## src/rtl/bcrypt_core_out_deser.sv

```systemverilog
// Output deserializer for one bcrypt core: requests a finished result, captures the
// MSB-first serial packet behind its header bit, and replays it as 32-bit valid/ready words.
module bcrypt_core_out_deser #(
  parameter int N_WORDS     = 8,
  parameter int HDR_TIMEOUT = 255
) (
  input  logic        CLK,
  input  logic        rst_n,
  input  logic        core_empty,
  input  logic        core_dout,
  output logic        core_rd_en,
  output logic [31:0] word_out,
  output logic        word_valid,
  input  logic        word_ready,
  output logic        word_last,
  output logic        busy,
  output logic        err_timeout
);

  localparam int NBITS = N_WORDS * 32;
  localparam int BCW   = $clog2(NBITS);
  localparam int IW    = (N_WORDS > 1) ? $clog2(N_WORDS) : 1;

  localparam logic [BCW-1:0] BIT_LAST = BCW'(NBITS - 1);
  localparam logic [BCW-1:0] BIT_ONE  = BCW'(1);
  localparam logic [IW-1:0]  IDX_LAST = IW'(N_WORDS - 1);
  localparam logic [IW-1:0]  IDX_PEN  = IW'(N_WORDS - 2);
  localparam logic [IW-1:0]  IDX_ONE  = IW'(1);
  localparam logic [15:0]    TMO_LAST = 16'(HDR_TIMEOUT - 1);

  typedef enum logic [2:0] {
    S_IDLE     = 3'd0,
    S_REQ      = 3'd1,
    S_WAIT_HDR = 3'd2,
    S_SHIFT    = 3'd3,
    S_OUT      = 3'd4
  } state_t;

  state_t           state_q;
  logic [15:0]      tmo_cnt_q;
  logic [BCW-1:0]   bit_cnt_q;
  logic [IW-1:0]    word_idx_q;
  logic [NBITS-1:0] buf_q;
  logic             rd_en_q;
  logic [31:0]      word_q;
  logic             valid_q;
  logic             last_q;
  logic             busy_q;
  logic             err_q;

  // Buffer value after capturing this cycle's serial bit; also feeds word 0 on the final bit.
  logic [NBITS-1:0] buf_d;
  assign buf_d = {buf_q[NBITS-2:0], core_dout};

  // Transfer FSM; every output is a register updated alongside the state.
  always_ff @(posedge CLK or negedge rst_n) begin
    if (!rst_n) begin
      state_q    <= S_IDLE;
      tmo_cnt_q  <= 16'd0;
      bit_cnt_q  <= '0;
      word_idx_q <= '0;
      buf_q      <= '0;
      rd_en_q    <= 1'b0;
      word_q     <= 32'd0;
      valid_q    <= 1'b0;
      last_q     <= 1'b0;
      busy_q     <= 1'b0;
      err_q      <= 1'b0;
    end else begin
      case (state_q)
        S_IDLE: begin
          if (!core_empty) begin
            state_q <= S_REQ;
            rd_en_q <= 1'b1;
            busy_q  <= 1'b1;
          end else begin
            rd_en_q <= 1'b0;
          end
        end
        S_REQ: begin
          rd_en_q   <= 1'b0;
          tmo_cnt_q <= 16'd0;
          state_q   <= S_WAIT_HDR;
        end
        // A header on the limiting cycle wins over the timeout.
        S_WAIT_HDR: begin
          if (core_dout) begin
            state_q   <= S_SHIFT;
            bit_cnt_q <= '0;
          end else if (tmo_cnt_q == TMO_LAST) begin
            tmo_cnt_q <= tmo_cnt_q + 16'd1;
            err_q     <= 1'b1;
            busy_q    <= 1'b0;
            state_q   <= S_IDLE;
          end else begin
            tmo_cnt_q <= tmo_cnt_q + 16'd1;
          end
        end
        S_SHIFT: begin
          buf_q     <= buf_d;
          bit_cnt_q <= bit_cnt_q + BIT_ONE;
          if (bit_cnt_q == BIT_LAST) begin
            state_q    <= S_OUT;
            word_q     <= buf_d[NBITS-1 -: 32];
            word_idx_q <= '0;
            valid_q    <= 1'b1;
            last_q     <= (IDX_LAST == '0);
          end else begin
            state_q <= S_SHIFT;
          end
        end
        // The buffer shifts up a word per handshake so the next word always sits just below the top.
        S_OUT: begin
          if (word_ready) begin
            if (word_idx_q == IDX_LAST) begin
              valid_q    <= 1'b0;
              last_q     <= 1'b0;
              word_idx_q <= '0;
              busy_q     <= 1'b0;
              state_q    <= S_IDLE;
            end else begin
              buf_q      <= {buf_q[NBITS-33:0], 32'd0};
              word_q     <= buf_q[NBITS-33 -: 32];
              word_idx_q <= word_idx_q + IDX_ONE;
              last_q     <= (word_idx_q == IDX_PEN);
            end
          end else begin
            state_q <= S_OUT;
          end
        end
        default: begin
          state_q <= S_IDLE;
          rd_en_q <= 1'b0;
          valid_q <= 1'b0;
          last_q  <= 1'b0;
          busy_q  <= 1'b0;
        end
      endcase
    end
  end

  assign core_rd_en  = rd_en_q;
  assign word_out    = word_q;
  assign word_valid  = valid_q;
  assign word_last   = last_q;
  assign busy        = busy_q;
  assign err_timeout = err_q;

endmodule

```

## config.mk

```make
export PLATFORM = sky130hd
export DESIGN_NAME = bcrypt_core_out_deser
export DESIGN_NICKNAME = d
export VERILOG_FILES = /design/src/rtl/bcrypt_core_out_deser.sv
export SDC_FILE = /design/constraint.sdc
export NUM_CORES = 1
export LEC_CHECK = 0
export CAP_MARGIN = 10
export CORE_UTILIZATION = 45
export DETAILED_ROUTE_END_ITERATION = 8
export PLACE_DENSITY = 0.69
export SYNTH_ARGS = -nofsm -noshare
export SYNTH_HDL_FRONTEND = slang
export SYNTH_SLANG_ARGS = --single-unit
```

## constraint.sdc

```tcl
create_clock -name CLK -period 2 [get_ports CLK]
set_input_delay 0.4 -clock CLK [delete_from_list [all_inputs] [get_ports CLK]]
set_output_delay 0.4 -clock CLK [all_outputs]
set_load 0.1 [all_outputs]
```

## After elaboration in Yosys (flattened, before gate mapping)

Index checks and enable logic that the tools add are counted.

| storage, ports and cells | value |
|---|---|
| register bits | 322 |
| input port bits | 5 |
| output and inout port bits | 37 |

| cells by class | value |
|---|---|
| add/subtract/negate cells | 3 |
| eq/ne operators | 18 |
| multiplexer cells | 36 |
| bitwise gates (word level) | 3 |
| reduce and logical (&&, ||, !) cells | 17 |

Operators with widths:

| cell | number |
|---|---|
| 255-bit 2-to-1 mux | 2 |
| 255-bit case mux with 2 select lines | 1 |
| 32-bit 2-to-1 mux | 3 |
| 32-bit case mux with 2 select lines | 1 |
| 16-bit case mux with 2 select lines | 1 |
| 3-bit 2-to-1 mux | 9 |
| 16-bit by 1-bit adder with 16-bit output (second input constant) | 1 |
| 16-bit by 8-bit == test with 1-bit output (second input constant) | 1 |
| 16-bit 2-to-1 mux | 1 |
| 2-bit != test (second input constant) | 8 |
| 8-bit case mux with 2 select lines | 1 |
| 3-bit case mux with 5 select lines | 1 |
| 3-bit AND reduction | 5 |
| 1-bit 2-to-1 mux | 10 |
| 3-bit == test (second input constant) | 3 |
| 8-bit by 1-bit adder with 8-bit output (second input constant) | 1 |
| 8-bit == test (second input constant) | 1 |
| 8-bit 2-to-1 mux | 1 |
| 4-bit AND reduction | 2 |
| 3-bit by 2-bit == test with 1-bit output (second input constant) | 2 |
| 3-bit != test (second input constant) | 2 |
| 1-bit case mux with 3 select lines | 2 |
| 3-bit case mux with 2 select lines | 1 |
| 6-bit AND reduction | 1 |
| 10 further kinds | 16 |

## Longest topological paths before layout

Gate-level depths: netlist of run 1.

| logic depth | value |
|---|---|
| depth in word-level cells | 4 |
| mapped depth | 8 |
| depth with buffers taken out | 6 |

## Least setup slack after synthesis of run 1

No wires, ideal clock.

| timing path | value |
|---|---|
| path type | reg2reg |
| start | reg state_q[0] |
| end | reg word_q[27], in the netlist word_out[27] |
| library setup time | 128 ps |
| data arrival time | 1674 ps |
| required time | 1872 ps |
| path slack | 198 ps |
| cell stages (with the launch flop) | 7 |
| period minus slack after synthesis | 1802 ps |
| cells stage by stage | dfrtp_1 buf_2 nor3b_2 buf_4 buf_6 mux2_1 mux2_1 |

| between the ends | value |
|---|---|
| longest elaborated chain between the ends | 3 |

Ends and longest elaborated chain:

| item | RTL line | text |
|---|---|---|
| start, declared | 39 | `state_t state_q;` |
| start signal, assigned | 58 | `state_q <= S_IDLE;` |
| start signal, assigned | 73 | `state_q <= S_REQ;` |
| start signal, assigned | 83 | `state_q <= S_WAIT_HDR;` |
| 3-bit == test or 3-bit by 2-bit == test with 1-bit output (tied branches) | 70 | `case (state_q)` |
| 2-bit != test (no line) or 2-bit nonzero test (tied branches) | -- |  |
| 4-bit AND reduction (no line) | -- |  |
| end signal, assigned | 104 | `word_q <= buf_d[NBITS-1 -: 32];` |
| end signal, assigned | 123 | `word_q <= buf_q[NBITS-33 -: 32];` |
| end, declared | 45 | `logic [31:0] word_q;` |

Parallel ways exist; a longest one is shown, timed or not.
A chain may end at the register's enable or synchronous reset.

## Worst setup path in the final report of run 1

| timing path | value |
|---|---|
| start | reg word_idx_q[0] |
| end | reg word_q[13], in the netlist word_out[13] |

| between the ends | value |
|---|---|
| longest elaborated chain between the ends | 3 |

Ends and longest elaborated chain:

| item | RTL line | text |
|---|---|---|
| start, declared | 42 | `logic [IW-1:0] word_idx_q;` |
| start signal, assigned | 124 | `word_idx_q <= word_idx_q + IDX_ONE;` |
| 3-bit == test | 115 | `if (word_idx_q == IDX_LAST) begin` |
| 2-bit != test (no line) | -- |  |
| 4-bit AND reduction (no line) | -- |  |

No other way between the ends.

==> flow_summary_export.csv, run 1 <==
group,metric,value,unit
route,post_drt_via_cell_ratio,5.16,
global_routing,met1_usage,0.232,
yosys,ys_types,51,
route,drt_iter0_drc,519,
sta,period_share,0.936,
finish,final_common_cell,"dfrtp_1",
setup_path,end_kind,"register",
route,routed_wl,27400,um
yosys,syn_avg_cell_area,11.0,um2
global_routing,overflow,0,
route,vias,9509,
setup_path,arrival,2.26,ns
clocking,cts_root_buf,"clkbuf_16",
floorplan,start_util,0.462,
global_routing,grt.met3_usage,0.0272,
pwr,power_leakage,6.62,nW
setup_path,path_class,"reg2reg",
pwr,ir_drop,1.18,mV
yosys,ys_warn_count,0,
floorplan,core_area,0.0319,mm2
clocking,numCtsBuffers,36,
job,maxCapViolations,0,
yosys,netlist_instances,1338,
clocking,cts_sinks,322,
route,final_antenna_net_count,0,
route,drc,0,
finish,drive_above_1_share,0.132,
min_path,min_path_type,"in2async",
clocking,cts_max_level,2,
yosys,synth_edf_count,0,
finish,nets,1395,
floorplan,die_y,183,um
pwr,power_density,1550,mW/mm2
setup_path,required,2.39,ns
sta,finClkSkew,0.0108,ns
clocking,cts.reportedPaths.clkPinSlew,0.06,ns
yosys,ys_seq_elements,322,
global_routing,top_usage_layer,"met2",
sta,hold_viol_final,0,
finish,antenna_cells,0,
global_routing,grt_pass1_wl,47800,um
global_routing,grt.met2_usage,0.280,
sta,max_clock_freq,534,MHz
clocking,cts_tree,"yes",
clocking,clock_latency,0.51,ns
yosys,yosysSeqAreaShare,0.547,
setup_path,start_kind,"register",
global_routing,grt_max_degree,66,
sta,setup_tns,0,ns
yosys,synth_nets,1349,
finish,num-fill-cells,2823,
setup_path,critical_path.max_fanout,32,
floorplan,num_io_pins,42,
placement,routabilityCongestion,0.743,
route,dr.pass1.iters,5,
yosys,synthFlopType,"dfrtp_1",
sta,finalSetupViolCount,0,
pwr,p_total,26.1,mW
status,status,"completed",
finish,layout_common_cells,"dfrtp_1, nand2_1, mux2i_1, o21ai_1, nor2_1",
sta,fin_crit,1.87,ns
sta,tightest_slew,0.463,ns
placement,hpwl,17600,um
route,routedWlPerCell,14.8,um
yosys,synth_area,0.0147,mm2
yosys,async_reset_ff_frac,1.00,
global_routing,grt_pass1_vias,9748,
floorplan,die_x,183,um
clocking,clk_path_buf_depth,3,
floorplan,dieArea,0.0335,mm2
global_routing,antenna_found_initial,0,
finish,area_delta_synth_final,14.1,%
sta,drv_slew,0,
global_routing,grt_usage,0.169,
placement,io_buffers,41,
floorplan,num_rows,65,
sta,slew_headroom,0.687,
sta,rsz0062_at_grt,"false",
## cell type report
type,count,area [um2],area share
well taps,435,544,0.0324
flip-flops and latches,322,8060,0.479
multi-input cells,920,6020,0.358
clock inverters,10,87.6,0.00521
clock buffers,52,1040,0.0620
inverters,6,22.5,0.00134
repair buffers,98,1030,0.0612
## cells by family (layout without fill, tap and decap cells)
kind of cell / count (synthesis) / after routing / share of synthesized area
fa+ha+maj: 6 / 6 / 0.00510
flops: 322 / 322 / 0.547
buf+inv: 96 / 166 / 0.0454
xor+xnor: 5 / 5 / 0.00297
mux: 262 / 262 / 0.183
simple gates: 370 / 370 / 0.109
compound gates: 277 / 277 / 0.107
## state kept, by name, summed over array words and instances (netlist names)
| signal | flops |
|---|---|
| word_valid | 1 |
| err_timeout | 1 |
| buf_q | 255 |
| busy | 1 |
| tmo_cnt_q | 16 |
| word_last | 1 |
| state_q | 3 |
| core_rd_en | 1 |
| word_idx_q | 3 |
| word_out | 32 |
| bit_cnt_q | 8 |
## critical path, cell delays in order, from the launching register on
cell     delay [ns]
dfrtp_1        0.41
ha_1           0.21
ha_1           0.27
o21ai_2        0.23
o21ai_4        0.09
buf_12         0.17
mux2_1         0.34
## Yosys cell counts (7+ instances only)
cell type | n | share of area
nand4_1 | 8 | 0.0034
nand2_1 | 210 | 0.054
nand3_1 | 7 | 0.0024
buf_4 | 8 | 0.0041
mux2_1 | 36 | 0.028
buf_6 | 16 | 0.012
buf_8 | 11 | 0.011
o21ai_0 | 15 | 0.0051
clkbuf_1 | 27 | 0.0069
nor2_1 | 107 | 0.027
mux2_2 | 28 | 0.021
a21oi_1 | 14 | 0.0048
a22o_1 | 33 | 0.020
dfrtp_1 | 322 | 0.55
buf_2 | 28 | 0.0095
nor3_1 | 7 | 0.0024
mux2i_1 | 198 | 0.13
o21ai_1 | 194 | 0.066
## per-layer routing
layer,wire [um],vias up
li1,-,4756
met1,12900,4625
met2,13200,87
met3,780,41
met4,490,0
met5,0,-
## repair_timing
action,CTS,global route
hold endpoints to repair,37,0
setup buffers,0,3
hold buffers,1,0
setup endpoints to repair,0,4
resized for setup,0,0
## through the flow
stage | worst slack [ns] | std cells | hold slack [ns] | area, um2 | utilization
2_1_floorplan | 0.198 | 1338 | 0.104 | 14700 | -
3_3_place_gp | 0.00150 | 1777 | 0.335 | 15600 | 0.490
3_5_place_dp | -0.0391 | 1777 | 0.332 | 15600 | 0.490
4_1_cts | 0.126 | 1840 | 0.389 | 16800 | 0.526
5_1_grt | 0.0424 | 1843 | 0.407 | 16800 | 0.527
6_report | 0.128 | 1843 | 0.393 | 16800 | 0.527
## power by group
| group | total (mW) | internal (mW) | switching (mW) |
|---|---|---|---|
| Combinational | 9.14 | 3.17 | 5.97 |
| Sequential | 10.6 | 8.80 | 1.78 |
| Clock | 6.34 | 3.75 | 2.59 |
| Total | 26.1 | 15.7 | 10.3 |
## worst paths after layout
| path | from | endpoint | slack, ns | depth (start not counted) |
|---|---|---|---|---|
| worst max-delay path | word_idx_q[0] | word_out[13] | 0.13 | 6 |
| worst min-delay path | rst_n | buf_q[247] | 0.39 | 2 |
| min in group CLK | word_valid | word_valid | 0.48 | 1 |
| max in group asynchronous | rst_n | buf_q[36] | 0.91 | 3 |
| worst max register to register | word_idx_q[0] | word_out[13] | 0.13 | 6 |
| worst min register to register | word_valid | word_valid | 0.48 | 1 |
(Power assumes the default switching activity.)
==> inputs of run 2 (changes only) <==
--- a/config.mk
+++ b/config.mk
@@ -6,6 +6,7 @@
 export NUM_CORES = 1
 export LEC_CHECK = 0
 export CAP_MARGIN = 10
+export CORE_ASPECT_RATIO = 2
 export CORE_UTILIZATION = 45
 export DETAILED_ROUTE_END_ITERATION = 8
 export PLACE_DENSITY = 0.69
==> run 2 against run 1 <==
Critical path depth is 1 lower; flip-flop and latch count is the same; clock skew down 0.0026 ns; critical path type unchanged; largest cell class unchanged.
==> flow_summary_export.csv, run 2 (synthesized netlist as in run 1, its figures left out) <==
group,metric,value,unit
status,status,"completed",
setup_path,r2r_setup_slack,0.09,ns
finish,num-fill-cells,2798,
global_routing,grt_max_degree,72,
sta,max_clock_freq,525,MHz
finish,fin_cells,1845,
floorplan,die_x,130,um
floorplan,num_rows,93,
placement,placed_cells,1795,
clocking,cts.reportedPaths.clkPinSlew,0.07,ns
route,drc,0,
setup_path,r2r_start,"state_q[0]",
finish,drive_above_1_share,0.140,
setup_path,cp-startpoint,"state_q[0]",
route,vias,9764,
sta,tightest_slew,0.411,ns
clocking,clock_latency,0.54,ns
min_path,min_path_type,"in2async",
global_routing,antenna_found_initial,0,
finish,top_register,"buf_q",
sta,drv_slew,0,
global_routing,grt_pass1_wl,48900,um
floorplan,die_y,258,um
clocking,post_cts_buffers,0,
route,final_antenna_net_count,0,
sta,finalSetupViolCount,0,
clocking,clk_path_buf_depth,3,
setup_path,critical_path.max_fanout,17,
global_routing,grt_usage,0.176,
clocking,cts_sinks,322,
global_routing,overflow,0,
setup_path,r2r_cells,5,
sta,period_share,0.953,
finish,nets,1409,
sta,holdWs,0.335,ns
clocking,cts_tree,"yes",
placement,io_buffers,41,
pwr,p_comb_frac,0.371,
setup_path,start_kind,"register",
placement,placed_area,0.0158,mm2
finish,antenna_cells,0,
pwr,p_sw,10.2,mW
setup_path,r2r-end,"word_out[1]",
placement,routabilityCongestion,0.790,
sta,slew_headroom,0.722,
finish,final_area,0.0168,mm2
sta,rsz0062_at_grt,"false",
route,routed_wl,27800,um
route,post_drt_via_cell_ratio,5.29,
clocking,cts_root_buf,"clkbuf_16",
pwr,power_leakage,6.63,nW
pwr,p_int,15.4,mW
pwr,seqPwrFrac,0.413,
finish,largest_reg_flops,255,
global_routing,grt_pass1_vias,10300,
floorplan,dieArea,0.0335,mm2
setup_path,arrival,2.33,ns
clocking,numCtsBuffers,27,
pwr,clkPwrFrac,0.216,
floorplan,num_io_pins,42,
finish,area_delta_synth_final,13.9,%
finish,register_area,0.00806,mm2
setup_path,end_kind,"register",
pwr,swShare,0.398,
sta,finClkSkew,0.00813,ns
setup_path,required,2.42,ns
finish,multiInputGateArea,0.00602,mm2
floorplan,start_util,0.457,
route,routedWlPerCell,15.1,um
placement,hpwl,18900,um
finish,layout_common_cells,"dfrtp_1, nand2_1, mux2i_1, o21ai_1, nor2_1",
route,drt_iter0_drc,418,
sta,hold_viol_final,0,
clocking,cts_max_level,1,
setup_path,path_class,"reg2reg",
pwr,power_density,1530,mW/mm2
finish,final_common_cell,"dfrtp_1",
sta,fin_crit,1.91,ns
route,dr.pass1.iters,4,
pwr,ir_drop,0.919,mV
job,maxCapViolations,0,
floorplan,core_area,0.0322,mm2
==> run 2: cell count changes in the layout (fill, tap and decap cells not counted), sizes merged <==
cell      previous run  this run
buf                 94       117
bufinv               1         3
clkinv               5         3
clkinvlp             2         1
inv                  8         6
clkbuf              52        42
==> run 2: worst max path at each step <==
stage / to / slack [ns]
6_report: word_out[1] / 0.09
5_1_grt: buf_q[98] / 0.003
4_1_cts: word_out[26] / 0.04
3_5_place_dp: tmo_cnt_q[13] / -0.08
3_3_place_gp: tmo_cnt_q[13] / -0.02
2_1_floorplan: word_out[27] / 0.20
==> run 2: critical path: stages (launching register included) <==
cell,delay [ns]
dfrtp_1,0.46
nor3b_4,0.27
buf_12,0.20
buf_12,0.18
mux2_2,0.37
mux2_1,0.29
==> run 2: layout make-up <==
class,instances,area share
Sequential cell,322,0.480
Tap cell,427,0.0319
Inverter,6,0.00134
Multi-Input combinational cell,920,0.359
Clock inverter,7,0.00671
Timing Repair Buffer,121,0.0715
Clock buffer,42,0.0490
==> run 2: what timing repair did <==
action | CTS | global route
hold buffers | 1 | 0
setup endpoints to repair | 0 | 7
gates resized for setup | 0 | 2
hold endpoints to repair | 33 | 0
==> run 2: layer usage <==
layer	vias up	wire length, um	GRT usage
met3	38	491	0.0153
li1	4784	-	-
met1	4858	11800	0.209
met5	-	0	0
met4	0	565	0.0488
met2	84	14900	0.330
==> run 2: stage by stage <==
stage | setup slack [ns] | power, mW | setup TNS [ns] | utilization
floorplan | 0.198 | 17.3 | 0 | -
global placement | -0.0168 | 20.0 | -0.0857 | 0.491
detailed placement | -0.0765 | 20.3 | -1.37 | 0.491
CTS | 0.0358 | 26.0 | 0 | 0.520
global route | 0.00289 | 27.4 | 0 | 0.520
finish | 0.0944 | 25.7 | 0 | 0.520
==> run 2: power by group through the flow <==
stage / Combinational, mW / Sequential [mW] / Clock (mW)
after floorplan: 5.32 / 12.0 / 0
after global placement: 9.34 / 10.7 / 0
after detailed placement: 9.59 / 10.8 / 0
after CTS: 9.64 / 10.6 / 5.69
after global routing: 10.5 / 10.9 / 5.92
final: 9.51 / 10.6 / 5.54
